===== config.mk =====
export PLATFORM = sky130hd
export DESIGN_NAME = univ_shift_reg_flat
export DESIGN_NICKNAME = d
export VERILOG_FILES = /design/src/rtl/univ_shift_reg_if.sv /design/src/rtl/univ_shift_reg.sv /design/src/flat_wrapper.sv
export SDC_FILE = /design/constraint.sdc
export NUM_CORES = 1
export LEC_CHECK = 0
export CORE_UTILIZATION = 48
export DETAILED_ROUTE_END_ITERATION = 10
export PLACE_DENSITY = 0.79
export SYNTH_ARGS = -nofsm -noshare
export SYNTH_HDL_FRONTEND = slang
export SYNTH_SLANG_ARGS = --single-unit

===== constraint.sdc =====
create_clock -name clk -period 2.6 [get_ports clk]
set_input_delay 0.52 -clock clk [delete_from_list [all_inputs] [get_ports clk]]
set_output_delay 0.52 -clock clk [all_outputs]
set_load 0.05 [all_outputs]

===== src/rtl/univ_shift_reg_if.sv =====
// Signal bundle for univ_shift_reg: mode/data/serial inputs and register status outputs.
// The slave side belongs to the shift register; the master side drives it.
interface univ_shift_reg_if #(
    parameter int WIDTH = 8,
    parameter int CW    = $clog2(WIDTH + 1)
);
    logic [2:0]       mode;
    logic [WIDTH-1:0] par_in;
    logic             ser_in_l;
    logic             ser_in_r;
    logic             start;
    logic [WIDTH-1:0] q;
    logic             ser_out;
    logic             busy;
    logic             done;
    logic [CW-1:0]    bit_cnt;
    logic             parity;

    modport master (
        output mode, par_in, ser_in_l, ser_in_r, start,
        input  q, ser_out, busy, done, bit_cnt, parity
    );

    modport slave (
        input  mode, par_in, ser_in_l, ser_in_r, start,
        output q, ser_out, busy, done, bit_cnt, parity
    );
endinterface


===== src/rtl/univ_shift_reg.sv =====
// Universal shift register (hold/shift/load/rotate/count) with a WIDTH-bit serial transfer FSM.
// All state changes on the falling clock edge. Optional macro USR_PARITY_EN adds even parity of q.
module univ_shift_reg #(
    parameter int WIDTH = 8,
    parameter int CW    = $clog2(WIDTH + 1)
) (
    input  logic               clk,
    input  logic               reset,
    univ_shift_reg_if.slave    sr
);
    typedef enum logic [1:0] {IDLE, XFER, DONE} state_t;

    state_t           state_reg, state_next;
    logic [WIDTH-1:0] q_reg, q_next;
    logic [CW-1:0]    cnt_reg, cnt_next;
    logic             busy_reg, done_reg;

    always_ff @(negedge clk) begin
        if (!reset) begin
            state_reg <= IDLE;
            q_reg     <= '0;
            cnt_reg   <= '0;
            busy_reg  <= 1'b0;
            done_reg  <= 1'b0;
        end else begin
            state_reg <= state_next;
            q_reg     <= q_next;
            cnt_reg   <= cnt_next;
            // Status flags follow the state being entered so they are true registers.
            busy_reg  <= (state_next == XFER);
            done_reg  <= (state_next == DONE);
        end
    end

    always_comb begin
        state_next = state_reg;
        q_next     = q_reg;
        cnt_next   = cnt_reg;
        case (state_reg)
            IDLE: begin
                if (sr.start) begin
                    state_next = XFER;
                    cnt_next   = '0;
                end else begin
                    case (sr.mode)
                        3'b000: q_next = q_reg;
                        3'b001: q_next = {sr.ser_in_l, q_reg[WIDTH-1:1]};
                        3'b010: q_next = {q_reg[WIDTH-2:0], sr.ser_in_r};
                        3'b011: q_next = sr.par_in;
                        3'b100: q_next = {q_reg[0], q_reg[WIDTH-1:1]};
                        3'b101: q_next = {q_reg[WIDTH-2:0], q_reg[WIDTH-1]};
                        3'b110: q_next = q_reg + WIDTH'(1);
                        3'b111: q_next = q_reg - WIDTH'(1);
                        default: q_next = q_reg;
                    endcase
                end
            end
            XFER: begin
                q_next   = {sr.ser_in_l, q_reg[WIDTH-1:1]};
                cnt_next = cnt_reg + CW'(1);
                if (cnt_reg == CW'(WIDTH - 1)) begin
                    state_next = DONE;
                end
            end
            DONE: begin
                state_next = IDLE;
            end
            default: begin
                state_next = IDLE;
            end
        endcase
    end

    assign sr.q       = q_reg;
    assign sr.ser_out = q_reg[0];
    assign sr.busy    = busy_reg;
    assign sr.done    = done_reg;
    assign sr.bit_cnt = cnt_reg;

`ifdef USR_PARITY_EN
    assign sr.parity = ^q_reg;
`else
    assign sr.parity = 1'b0;
`endif
endmodule


===== src/flat_wrapper.sv =====
// flat-port wrapper written by rule: the top's interface ports become plain ports
module univ_shift_reg_flat 
#(
    parameter int WIDTH = 8,
    parameter int CW    = $clog2(WIDTH + 1)
)
  (clk, reset, sr_mode, sr_par_in, sr_ser_in_l, sr_ser_in_r, sr_start, sr_q, sr_ser_out, sr_busy, sr_done, sr_bit_cnt, sr_parity);
  univ_shift_reg_if #(.WIDTH(WIDTH), .CW(CW)) sr_i ();
  input  logic clk;
  input  logic reset;
  input wire logic [$bits(sr_i.mode)-1:0] sr_mode;
  input wire logic [$bits(sr_i.par_in)-1:0] sr_par_in;
  input wire logic [$bits(sr_i.ser_in_l)-1:0] sr_ser_in_l;
  input wire logic [$bits(sr_i.ser_in_r)-1:0] sr_ser_in_r;
  input wire logic [$bits(sr_i.start)-1:0] sr_start;
  output wire logic [$bits(sr_i.q)-1:0] sr_q;
  output wire logic [$bits(sr_i.ser_out)-1:0] sr_ser_out;
  output wire logic [$bits(sr_i.busy)-1:0] sr_busy;
  output wire logic [$bits(sr_i.done)-1:0] sr_done;
  output wire logic [$bits(sr_i.bit_cnt)-1:0] sr_bit_cnt;
  output wire logic [$bits(sr_i.parity)-1:0] sr_parity;
  assign sr_i.mode = sr_mode;
  assign sr_i.par_in = sr_par_in;
  assign sr_i.ser_in_l = sr_ser_in_l;
  assign sr_i.ser_in_r = sr_ser_in_r;
  assign sr_i.start = sr_start;
  assign sr_q = sr_i.q;
  assign sr_ser_out = sr_i.ser_out;
  assign sr_busy = sr_i.busy;
  assign sr_done = sr_i.done;
  assign sr_bit_cnt = sr_i.bit_cnt;
  assign sr_parity = sr_i.parity;
  univ_shift_reg #(.WIDTH(WIDTH), .CW(CW)) u_core (.clk(clk), .reset(reset), .sr(sr_i));
endmodule

==> metrics <==
status finished, violations left; failing checks setup timing; max reg flops 8; Crit. Startpoint sr_mode[2]; CP max FO 3; Post-synth EDFFs 0; Total GRT Usage 0.434; GR Overflow Total 0; Syn Area/Cell 7.59 um2; pins over their slew limit 0; Die W 53.2 um; hold buffer count at cts 0; H-tree Lvls 1; kind of critical path primary input to flop; Final Power approximately 1.1 mW; Area Overhead vs Synth 90.8%; Mapped Nets 184; P per Cell Area 456 nW/um2; Distinct cells, synth 48; crit start category primary input; CTS buffer count 3; Critical Path Sink Type flop; Worst Skew 0.0364 ns; Tightest Pin Transition 0.620 ns; Worst-path clk slew 0.08 ns; first-pass GRT wire length 8.61 mm; Final nets 270; drt first pass iters 6; I/O Buffers 30; vias per inst about 7.2; RD Place Congestion 0.964; FF-to-FF setup slack 0.55 ns; Post-DRT Antenna Nets 0; IO Count 32; post-route insts no fill 280; number of global-route vias before repair 1772; Antenna Cells 0; DP HPWL 3.27 mm; Crit Reg-Reg Startpoint u_core.sr.q[1]; DP Cell Count 244; initial antenna violation count 0; setup TNS -4.14 ns; post-route DRC violation count 0; leakage power total between 1 and 1.5 nW; Site Rows 18; Worst EP arrival between 2 and 2.5 ns; Die H ~53 um; # setup viols final 23; register bit total from synthesis 16; routed vias approximately 2k; Hold WC Path Type flop to flop; drt total wl 7.38 mm; clk buf depth 2; largest net degree at the start of global routing 15; DIE AREA 2830 um2; Core Region 2480 um2; Max Cap Violations 0; WP data required 1.63 ns; RSZ-0062 raised after global routing true; Async SR Flop Fraction 0; initial DRC count 228; Syn. warnings 0; sequential-to-total area share from yosys stat 0.254; pre-CTS setup slack -1.19 ns; Final Core Density 0.970; clock sinks 16; proportion of layout cells with a drive suffix above 1 0.456; Max VDD drop 732 uV; Initial Utilization 0.509; final count of hold timing violations 0; Fill cells 40; Hold EP u_core.sr.bit_cnt[2]; CTS tree done; CTS Root Cell clkbuf_4; worst skew pair latency 0.41 ns; DR WL/cell 26.4 um; capturing point of the worst reg2reg path u_core.sr.q[2]; worst hold start u_core.state_reg[0]; Main synth FF type dfxtp_1; hold path depth 2; Cells after Synth 166; Reg2Reg Depth 9; setup slack after layout -0.485 ns; Mapped Area roughly 1300 um2; Rel. slew slack 0.582
==> per-layer routing <==
metal  track usage  part of all wire
met1         0.449              0.32
met2         0.717              0.44
met3         0.181              0.13
met4         0.263              0.10
met5             0                 0
==> how the worst max path moves through the flow <==
stage                      to  slack (ns)  cells after the start
3_3_place_gp   u_core.sr.q[4]       -1.15                     10
5_1_grt        u_core.sr.q[2]       -0.72                     10
4_1_cts        u_core.sr.q[4]       -0.25                      9
2_1_floorplan  u_core.sr.q[1]       -0.54                      9
3_5_place_dp   u_core.sr.q[6]       -1.19                      7
6_report       u_core.sr.q[2]       -0.49                      9
==> synth_stat cells, types with 2 or more instances <==
library cell	number	area (um2)
nor2_1	10	37.5
nor2b_1	6	37.5
nand3_1	5	25.0
nor3b_1	3	22.5
inv_1	4	15.0
buf_4	2	15.0
nor4_1	2	12.5
a22o_1	4	35.0
buf_2	4	20.0
clkbuf_1	6	22.5
a21o_1	2	15.0
a21oi_1	11	55.1
a221oi_1	4	35.0
ha_1	2	25.0
nor3_1	6	30.0
xnor2_1	3	26.3
o2bb2ai_1	2	17.5
a22oi_1	6	45.0
nand2_1	13	48.8
dfxtp_1	16	320
o211ai_1	4	30.0
o21ai_1	3	15.0
nand4b_1	4	35.0
or2_2	2	12.5
nand2b_1	4	25.0
or3_1	6	37.5
o21ai_0	11	55.1
==> cells in the final DEF (no fill, tap or decap), types with 5 or more instances in the layout <==
cell             netlist  routed
buf_4                  2      39
clkdlybuf4s50_1        0      11
inv_1                  4      19
o21ai_1                3       5
dfxtp_4                0       6
nor3_1                 6       5
a22oi_1                6       6
o21ai_0               11       7
nor2_1                10       7
buf_12                 0      17
nand2_1               13      12
dfxtp_2                0       8
a21oi_1               11       9
buf_6                  0       6
or3_1                  6       6
==> what timing repair did <==
item	in CTS	in global routing
endpoints found under the hold margin	0	0
gates cloned	0	1
setup endpoints to repair	27	26
buffers inserted	7	11
pin swaps	18	20
gates resized for setup	55	22
==> critical path: stages <==
cell	delay, ns
buf_8	0.08
nand3_4	0.09
xnor2_2	0.14
ha_2	0.22
nand2b_4	0.16
o21ai_2	0.16
xnor2_1	0.13
nor3_1	0.36
o221a_1	0.26
==> cell families after synthesis <==
logic type | Yosys count | synth area share
buffers and inverters | 17 | 0.0616
XOR/XNOR | 3 | 0.0209
flip-flops | 16 | 0.254
AND/OR/NAND/NOR | 67 | 0.295
other | 1 | 0.00298
adder cells (fa/ha/maj) | 2 | 0.0199
AO/OA/AOI/OAI | 58 | 0.329
multiplexers | 2 | 0.0169
==> cell type report <==
type / count / area (um2) / share of cell area
repair buffers: 79 / 901 / 0.375
flip-flops and latches: 16 / 353 / 0.147
multi-input cells: 133 / 1020 / 0.424
well taps: 30 / 37.5 / 0.0156
clock buffers: 3 / 22.5 / 0.00937
clock inverters: 16 / 60.1 / 0.0250
inverters: 3 / 11.3 / 0.00469
==> through the flow <==
step / instance area [um2] / hold WS [ns]
final: 2400 / 0.613
after global routing: 2400 / 0.686
after CTS: 2230 / 0.603
after detailed placement: 1990 / 0.571
after global placement: 1990 / 0.539
after floorplan: 1390 / 0.533
==> power breakdown <==
group          internal [mW]  switching [mW]  total [mW]  leakage, nW
registers              0.263          0.0237       0.286        0.139
logic                  0.240           0.284       0.524        0.792
clock network         0.0870           0.198       0.285       0.0990
total                  0.589           0.506        1.10         1.03
Note: power is estimated with default switching activity, not from simulation.
